===== config.mk =====
export PLATFORM = sky130hd
export DESIGN_NAME = fifo_fwft_sync
export DESIGN_NICKNAME = d
export VERILOG_FILES = /design/src/rtl/fifo_pkg.sv /design/src/rtl/fifo_bram_sdp.sv /design/src/rtl/fifo_fwft_sync.sv
export SDC_FILE = /design/constraint.sdc
export NUM_CORES = 1
export LEC_CHECK = 0
export BUFFER_PORTS_ARGS = -buffer_cell sky130_fd_sc_hd__buf_2
export CORE_AREA = 2 2 110 112
export CTS_CLUSTER_DIAMETER = 200
export CTS_CLUSTER_SIZE = 10
export DETAILED_ROUTE_END_ITERATION = 6
export DIE_AREA = 0 0 112 114
export HOLD_SLACK_MARGIN = 0.12
export PLACE_DENSITY = 0.74
export SKIP_CTS_REPAIR_TIMING = 1
export SLEW_MARGIN = 20
export SYNTH_ARGS = -nofsm -noshare
export SYNTH_HDL_FRONTEND = slang
export SYNTH_SLANG_ARGS = --single-unit

===== constraint.sdc =====
create_clock -name clk -period 2.8 [get_ports clk]
set_input_delay 0.42 -clock clk [delete_from_list [all_inputs] [get_ports clk]]
set_output_delay 0.42 -clock clk [all_outputs]
set_load 0.01 [all_outputs]

===== src/rtl/fifo_pkg.sv =====
// Shared types and sizing helpers for the synchronous event FIFO family.
package fifo_pkg;

  typedef enum logic {
    MODE_STD  = 1'b0,
    MODE_FWFT = 1'b1
  } fifo_mode_e;

  function automatic int unsigned fifo_depth(input int unsigned addr_width);
    return 32'd1 << addr_width;
  endfunction

  // One extra bit so a completely full FIFO is distinguishable from empty.
  function automatic int unsigned fifo_count_width(input int unsigned addr_width);
    return addr_width + 32'd1;
  endfunction

endpackage


===== src/rtl/fifo_bram_sdp.sv =====
// Simple dual-port RAM, synchronous read with read enable, no reset on the array.
module fifo_bram_sdp
  import fifo_pkg::*;
#(
  parameter int unsigned DATA_WIDTH = 8,
  parameter int unsigned ADDR_WIDTH = 4
) (
  input  logic                  clk,
  input  logic                  we,
  input  logic [ADDR_WIDTH-1:0] waddr,
  input  logic [DATA_WIDTH-1:0] wdata,
  input  logic                  re,
  input  logic [ADDR_WIDTH-1:0] raddr,
  output logic [DATA_WIDTH-1:0] rdata
);

  localparam int unsigned DEPTH = fifo_depth(ADDR_WIDTH);

  logic [DATA_WIDTH-1:0] mem [0:DEPTH-1];

  always_ff @(posedge clk) begin
    if (we) mem[waddr] <= wdata;
    if (re) rdata <= mem[raddr];
  end

endmodule


===== src/rtl/fifo_fwft_sync.sv =====
// Single-clock FIFO with standard or first-word-fall-through read, fill level,
// almost-full/almost-empty thresholds, sticky overflow/underflow and flush.
module fifo_fwft_sync
  import fifo_pkg::*;
#(
  parameter int unsigned DATA_WIDTH = 8,
  parameter int unsigned ADDR_WIDTH = 4,
  parameter int unsigned FWFT       = 0,
  parameter int unsigned AF_THRESH  = fifo_depth(ADDR_WIDTH) - 32'd2,
  parameter int unsigned AE_THRESH  = 2
) (
  input  logic                  clk,
  input  logic                  rst,
  input  logic                  flush,
  input  logic                  write_en,
  input  logic [DATA_WIDTH-1:0] write_data,
  input  logic                  read_en,
  output logic [DATA_WIDTH-1:0] read_data,
  output logic                  read_valid,
  output logic                  full,
  output logic                  empty,
  output logic                  almost_full,
  output logic                  almost_empty,
  output logic [ADDR_WIDTH:0]   count,
  output logic                  overflow,
  output logic                  underflow
);

  localparam int unsigned DEPTH = fifo_depth(ADDR_WIDTH);
  localparam int unsigned CW    = fifo_count_width(ADDR_WIDTH);
  localparam fifo_mode_e  MODE  = (FWFT != 0) ? MODE_FWFT : MODE_STD;

  localparam logic [CW-1:0] DEPTH_C = CW'(DEPTH);
  localparam logic [CW-1:0] AF_C    = CW'(AF_THRESH);
  localparam logic [CW-1:0] AE_C    = CW'(AE_THRESH);

  logic [ADDR_WIDTH-1:0] wr_ptr;
  logic [ADDR_WIDTH-1:0] rd_ptr;
  logic [CW-1:0]         count_r;
  logic                  full_i;
  logic                  empty_i;
  logic                  wr_acc;
  logic                  rd_acc;
  logic                  ram_we;
  logic                  ram_rd;
  logic [DATA_WIDTH-1:0] ram_q;

  assign full_i = (count_r == DEPTH_C);
  assign wr_acc = write_en & ~full_i;
  assign rd_acc = read_en & ~empty_i;
  assign ram_we = wr_acc & ~rst & ~flush;

  fifo_bram_sdp #(
    .DATA_WIDTH (DATA_WIDTH),
    .ADDR_WIDTH (ADDR_WIDTH)
  ) u_ram (
    .clk   (clk),
    .we    (ram_we),
    .waddr (wr_ptr),
    .wdata (write_data),
    .re    (ram_rd),
    .raddr (rd_ptr),
    .rdata (ram_q)
  );

  always_ff @(posedge clk) begin
    if (rst || flush) begin
      wr_ptr    <= '0;
      rd_ptr    <= '0;
      count_r   <= '0;
      overflow  <= 1'b0;
      underflow <= 1'b0;
    end else begin
      if (wr_acc) wr_ptr <= wr_ptr + ADDR_WIDTH'(1);
      if (ram_rd) rd_ptr <= rd_ptr + ADDR_WIDTH'(1);
      if (wr_acc && !rd_acc)      count_r <= count_r + CW'(1);
      else if (!wr_acc && rd_acc) count_r <= count_r - CW'(1);
      if (write_en && full_i) overflow  <= 1'b1;
      if (read_en && empty_i) underflow <= 1'b1;
    end
  end

  if (MODE == MODE_STD) begin : g_std
    logic valid_r;
    logic seen_r;

    assign empty_i = (count_r == '0);
    assign ram_rd  = rd_acc & ~rst & ~flush;

    // The RAM output register cannot be reset, so it is masked until the
    // first read after reset; it then holds its value between reads.
    always_ff @(posedge clk) begin
      if (rst) begin
        valid_r <= 1'b0;
        seen_r  <= 1'b0;
      end else if (flush) begin
        valid_r <= 1'b0;
      end else begin
        valid_r <= rd_acc;
        if (rd_acc) seen_r <= 1'b1;
      end
    end

    assign read_valid = valid_r;
    assign read_data  = seen_r ? ram_q : '0;
  end else begin : g_fwft
    logic                  out_valid;
    logic                  q_valid;
    logic                  out_load;
    logic                  q_free;
    logic [DATA_WIDTH-1:0] out_data;
    logic [CW-1:0]         mem_cnt;

    // Two-stage prefetch: the RAM output latch holds the next word so a pop
    // can refill the output register on the same edge.
    assign mem_cnt  = count_r - CW'(out_valid) - CW'(q_valid);
    assign out_load = q_valid & (~out_valid | rd_acc);
    assign q_free   = ~q_valid | out_load;
    assign ram_rd   = q_free & (mem_cnt != '0) & ~rst & ~flush;
    assign empty_i  = ~out_valid;

    always_ff @(posedge clk) begin
      if (rst) begin
        out_valid <= 1'b0;
        q_valid   <= 1'b0;
        out_data  <= '0;
      end else if (flush) begin
        out_valid <= 1'b0;
        q_valid   <= 1'b0;
      end else begin
        if (out_load) begin
          out_valid <= 1'b1;
          out_data  <= ram_q;
        end else if (rd_acc) begin
          out_valid <= 1'b0;
        end
        if (ram_rd)        q_valid <= 1'b1;
        else if (out_load) q_valid <= 1'b0;
      end
    end

    assign read_valid = out_valid;
    assign read_data  = out_data;
  end

  assign full         = full_i;
  assign empty        = empty_i;
  assign count        = count_r;
  assign almost_full  = (count_r >= AF_C);
  assign almost_empty = (count_r <= AE_C);

endmodule

Word level (Yosys, flattened, before mapping)
Memories as Yosys holds them, arrays and structs flattened. A register that Yosys moved wholly into a read port is not among the register bits.
Index checks and enable logic that the tools add are counted.
{"block": "word_totals", "reg_bits": 17, "mem_bits_rw": 128, "inputBits": 13, "out_inout_bits": 20, "wordCells": 41, "n_memories": 1}
{"block": "classes", "n_addsub": 4, "magnitude_cmp": 2, "n_eq_ne": 1, "mux": 5, "n_bitwise": 10, "reduce_logical": 11}
{"name": "u_ram.mem", "depth": 16, "width": 8, "rd": 1, "rd_clocked_by_memory_dff": 1, "write_ports": 1, "line_no": "fifo_bram_sdp.sv:19", "rtl": "logic [DATA_WIDTH-1:0] mem [0:DEPTH-1];"}
{"op": "5-bit 2-to-1 mux", "n": 2}
{"op": "4-bit by 1-bit adder with 4-bit output (second input constant)", "n": 2}
{"op": "8-bit 2-to-1 mux", "n": 1}
{"op": "1-bit bitwise AND", "n": 6}
{"op": "5-bit by 1-bit adder with 5-bit output (second input constant)", "n": 1}
{"op": "5-bit == test (second input constant)", "n": 1}
{"op": "5-bit by 4-bit >= comparator with 1-bit output (second input constant)", "n": 1}
{"op": "5-bit by 2-bit <= comparator with 1-bit output (second input constant)", "n": 1}
{"op": "5-bit logical NOT", "n": 1}
{"op": "5-bit by 1-bit subtractor with 5-bit output (second input constant)", "n": 1}
{"op": "1-bit logical AND", "n": 4}
{"op": "1-bit NOT", "n": 4}
{"op": "1-bit logical NOT", "n": 2}
{"op": "1-bit 2-to-1 mux", "n": 2}
{"op": "2-bit AND reduction", "n": 1}
{"op": "2-bit nonzero test", "n": 1}
{"op": "2-bit OR reduction", "n": 1}
{"op": "1-bit logical OR", "n": 1}

Logic depth before layout (Yosys ltp)
{"block": "logic_depth", "depth_word": 7, "depth_mapped": 11}

By module
Synthesis repeated with hierarchy kept, for this count alone.
{"block": "unflattened", "hier_cells": 337, "hier_area_um2": 6160.9}
{"module": "fifo_bram_sdp", "n_inst": 1, "cells_each": 229, "area_each_um2": 5227.5}
{"module": "fifo_fwft_sync", "n_inst": 1, "cells_each": 108, "area_each_um2": 933.4}

Worst setup path after synthesis
Ideal clock, no wire load.
{"block": "synth_timing", "kind": "register to register", "startpoint": "register count_r[0] (netlist: count[0])", "endpoint": "register count_r[4] (netlist: count[4])", "setup_ns": 0.072, "t_arrival_ns": 2.674, "required_ns": 2.728, "path_slack_ns": 0.054, "path_stages_with_launch": 12, "synth_period_minus_slack_ns": 2.746, "path_cell_list": "dfxtp_1 or4_4 buf_6 o21a_1 buf_6 ha_1 inv_1 ha_1 a21o_1 a21oi_1 mux2i_1 mux2i_1"}
{"block": "synth_between", "elab_chain_len": 6, "word_cells_on_any_way": 15, "classes_between": "add/sub: 2; eq/ne: 1; mux: 2; bitwise: 4; reduce/logical: 6"}
{"element": "start: declaration", "line_no": "fifo_fwft_sync.sv:39", "rtl": "logic [CW-1:0] count_r;"}
{"element": "start signal: assignment", "line_no": "fifo_fwft_sync.sv:76", "rtl": "if (wr_acc && !rd_acc) count_r <= count_r + CW'(1);"}
{"element": "start signal: assignment", "line_no": "fifo_fwft_sync.sv:77", "rtl": "else if (!wr_acc && rd_acc) count_r <= count_r - CW'(1);"}
{"element": "5-bit == test *", "line_no": "fifo_fwft_sync.sv:48", "rtl": "assign full_i = (count_r == DEPTH_C);"}
{"element": "1-bit NOT *", "line_no": "fifo_fwft_sync.sv:49", "rtl": "assign wr_acc = write_en & ~full_i;"}
{"element": "1-bit bitwise AND *", "line_no": "fifo_fwft_sync.sv:49"}
{"element": "net wr_acc", "line_no": "fifo_fwft_sync.sv:42", "rtl": "logic wr_acc;"}
{"element": "1-bit logical NOT", "line_no": "fifo_fwft_sync.sv:77"}
{"element": "1-bit logical AND", "line_no": "fifo_fwft_sync.sv:77"}
{"element": "2-bit nonzero test (no line)"}
The timed path passes the listed nets; every way through them passes the cells marked *. The select of a mux whose other input is x is not followed.
A chain may end at the register's enable or synchronous reset.

Final worst setup path
{"block": "layout_timing", "startpoint": "register count_r[2] (netlist: count[2])", "endpoint": "register count_r[4] (netlist: count[4])"}
{"block": "layout_between", "elab_chain_len": 6, "word_cells_on_any_way": 15, "classes_between": "add/sub: 2; eq/ne: 1; mux: 2; bitwise: 4; reduce/logical: 6"}
{"element": "branches (longest 6 deep; another with 5-bit by 1-bit subtractor with 5-bit output)"}
Parallel ways; which one is timed is not known. The select of a mux whose other input is x is not followed.

==> metrics <==
1st-iter DRT viols=336; CTS sink cnt=153; Int Power=4.10 mW; library cells used by synthesis=35; static leakage=2.47 nW; core area=11700 um2; Net Switching=1.36 mW; vias in the first global route=3445; total of max-cap violations=0; max-slew violation count=0; Reg clk slew, reported paths=0.06 ns; Synth Register Bits=153; Final Power=5.46 mW; layout net count=454; startpoint types=flip-flop; DPL Wire Length=8320 um; Avg Cell Area, Syn=16.6 um2; chip width=112 um; worst slew pin tran=0.763 ns; Core Util, Final=61.6%; Max rail drop VDD=0.000447 V; asr flop ratio synth=0%; Post-Synthesis Cells=371; ys flop type=edfxtp_1; Worst EP arrival=2.97 ns; fillcell total=847; Layout area overhead=16.9%; crit end category=flip-flop; outcome=completed; Vias=3419; area leader, netlist=edfxtp_1; Clock Skews=0.00853 ns; Final Hold Violating Endpoints=0; top-area cell type share of the netlist area=66.2%; GPL Wtd Cong=0.831; worst hold slack=0.235 ns; final setup fails=0; Syn Nets=394; mapped cell area=6170 um2; pwr dens=757 nW/um2; CTS root buffer=clkbuf_16; initial antenna violation count=0; Vias/cell=5.79; Die ar.=12800 um2; Hold Path Class=input pin to flip-flop; gr ovfl total=0; Flop pwr share=47.4%; RSZ-0062 raised after global routing=false; CTS tree=built; n_diodes=0; Clock power frac=39.6%; Die Y=114 um; Comb power frac=13.0%; global-route wire length before repair=19600 um; total number of H-tree levels=4; Required @ worst endpoint=3.14 ns; largest net degree at the start of global routing=33; switching part of the total=25.0%; Slew HR=49.1%; Area contributors post-synth=edfxtp_1, mux2i_1, mux4_2; DR WL/cell=21.7 um; fmax=380 MHz; Total GRT Usage=21.0%; clk buf depth=2; Crit Path Class=flip-flop to flip-flop; Post-synth EDFFs=136; Tcrit/Tclk final=93.9%; first drt pass iteration count=6; layout cell share with drive strength beyond 1=25.9%; clk_lat worst skew=0.41 ns; Site Rows=40; drt drc=0; sequential fraction of the synthesis area=71.7%; Post-Route WL=12800 um; worst-path maximum fanout=7; Starting Density=52.7%; setup TNS=0 ns; IO Port Bufs=32; IO Pins=33; post-route ant nets=0; fin crit period=2.63 ns; Ys Warns=0; total CTS buffers=17
## synth_stat cells (2+ instances only)
| cell type | count |
|---|---|
| dfxtp_1 | 17 |
| nand2_1 | 16 |
| a21oi_1 | 5 |
| edfxtp_1 | 136 |
| o21ai_0 | 8 |
| xnor2_1 | 3 |
| clkbuf_1 | 9 |
| ha_1 | 9 |
| o211ai_1 | 2 |
| a22oi_1 | 8 |
| a21o_1 | 2 |
| xor2_1 | 6 |
| mux2i_1 | 37 |
| and2_1 | 9 |
| buf_2 | 9 |
| nor2_1 | 39 |
| inv_1 | 5 |
| mux4_2 | 16 |
| buf_6 | 2 |
| a221oi_1 | 16 |
| nand3_1 | 3 |
## worst paths after layout
kind,startpoint,to,slack [ns],cells past startpoint
setup reg to reg,count[2],count[4],0.17,9
hold reg to reg,overflow,overflow,0.47,2
hold / removal,rst,g_std.seen_r,0.23,2
setup / recovery,count[2],count[4],0.17,9
## cells by family after synthesis
| family | synth area share [%] |
|---|---|
| compound gates | 5.88 |
| xor+xnor | 1.28 |
| fa+ha+maj | 2.15 |
| buf+inv | 2.01 |
| flops | 71.7 |
| mux | 11.8 |
| simple gates | 5.09 |
## metrics by stage
stage	area (um2)	setup WS (ns)	instances
finish	7210	0.171	591
global route	7210	0.0397	591
CTS	7190	0.121	589
detailed placement	6630	0.138	557
global placement	6630	0.234	557
floorplan	6170	0.0543	371
## layout by cell type (no fill, tap or decap), types with 2 or more instances in the layout
cell type | Yosys | routed
buf_4 | 0 | 28
nor2_1 | 39 | 39
o21ai_0 | 8 | 8
a221oi_1 | 16 | 16
nand2_1 | 16 | 16
edfxtp_1 | 136 | 136
xnor2_1 | 3 | 3
inv_6 | 0 | 6
dfxtp_1 | 17 | 16
a21oi_1 | 5 | 5
o211ai_1 | 2 | 2
mux2i_1 | 37 | 37
buf_2 | 9 | 32
a21o_1 | 2 | 2
inv_1 | 5 | 4
and2_1 | 9 | 9
ha_1 | 9 | 9
clkinv_1 | 1 | 2
a22oi_1 | 8 | 8
xor2_1 | 6 | 6
mux4_2 | 16 | 16
clkbuf_16 | 0 | 17
clkinvlp_4 | 0 | 5
nand3_1 | 3 | 3
## final cells by class
class	instances	area, um2	share of cell area (%)
sequential	153	4430	61.4
clock buffer	17	425	5.90
timing repair buffer	61	390	5.41
multi-input combinational	192	1620	22.5
tap	147	184	2.55
inverter	6	22.5	0.312
clock inverter	15	140	1.94
## registers in the layout (all words and copies together), names as in the netlist
register / cells
u_ram.rdata: 8
overflow: 1
underflow: 1
rd_ptr: 4
wr_ptr: 4
read_valid: 1
u_ram.mem: 128
count: 5
g_std.seen_r: 1
## critical path, stage by stage, from the launching register on
cell,delay [ns]
dfxtp_1,0.37
or4_4,0.60
o21a_1,0.21
ha_1,0.22
inv_2,0.11
ha_1,0.28
a21o_1,0.18
a21oi_1,0.17
mux2i_1,0.24
mux2i_1,0.19
## metal layers
metal / GRT usage, % / vias to the layer above / wire length (um)
li1: - / 1562 / -
met1: 27.5 / 1727 / 5380
met5: 0 / - / 0
met4: 7.80 / 0 / 193
met3: 4.99 / 14 / 698
met2: 34.9 / 116 / 6540
## power groups by stage
stage               combinational (mW)  clock, mW  sequential, mW
floorplan                        0.483          0            2.62
global placement                 0.655          0            2.63
detailed placement               0.679          0            2.64
CTS                              0.683       2.19            2.59
global route                     0.771       2.30            2.59
finish                           0.712       2.16            2.59
No activity file was read; power rests on OpenSTA's default activity.
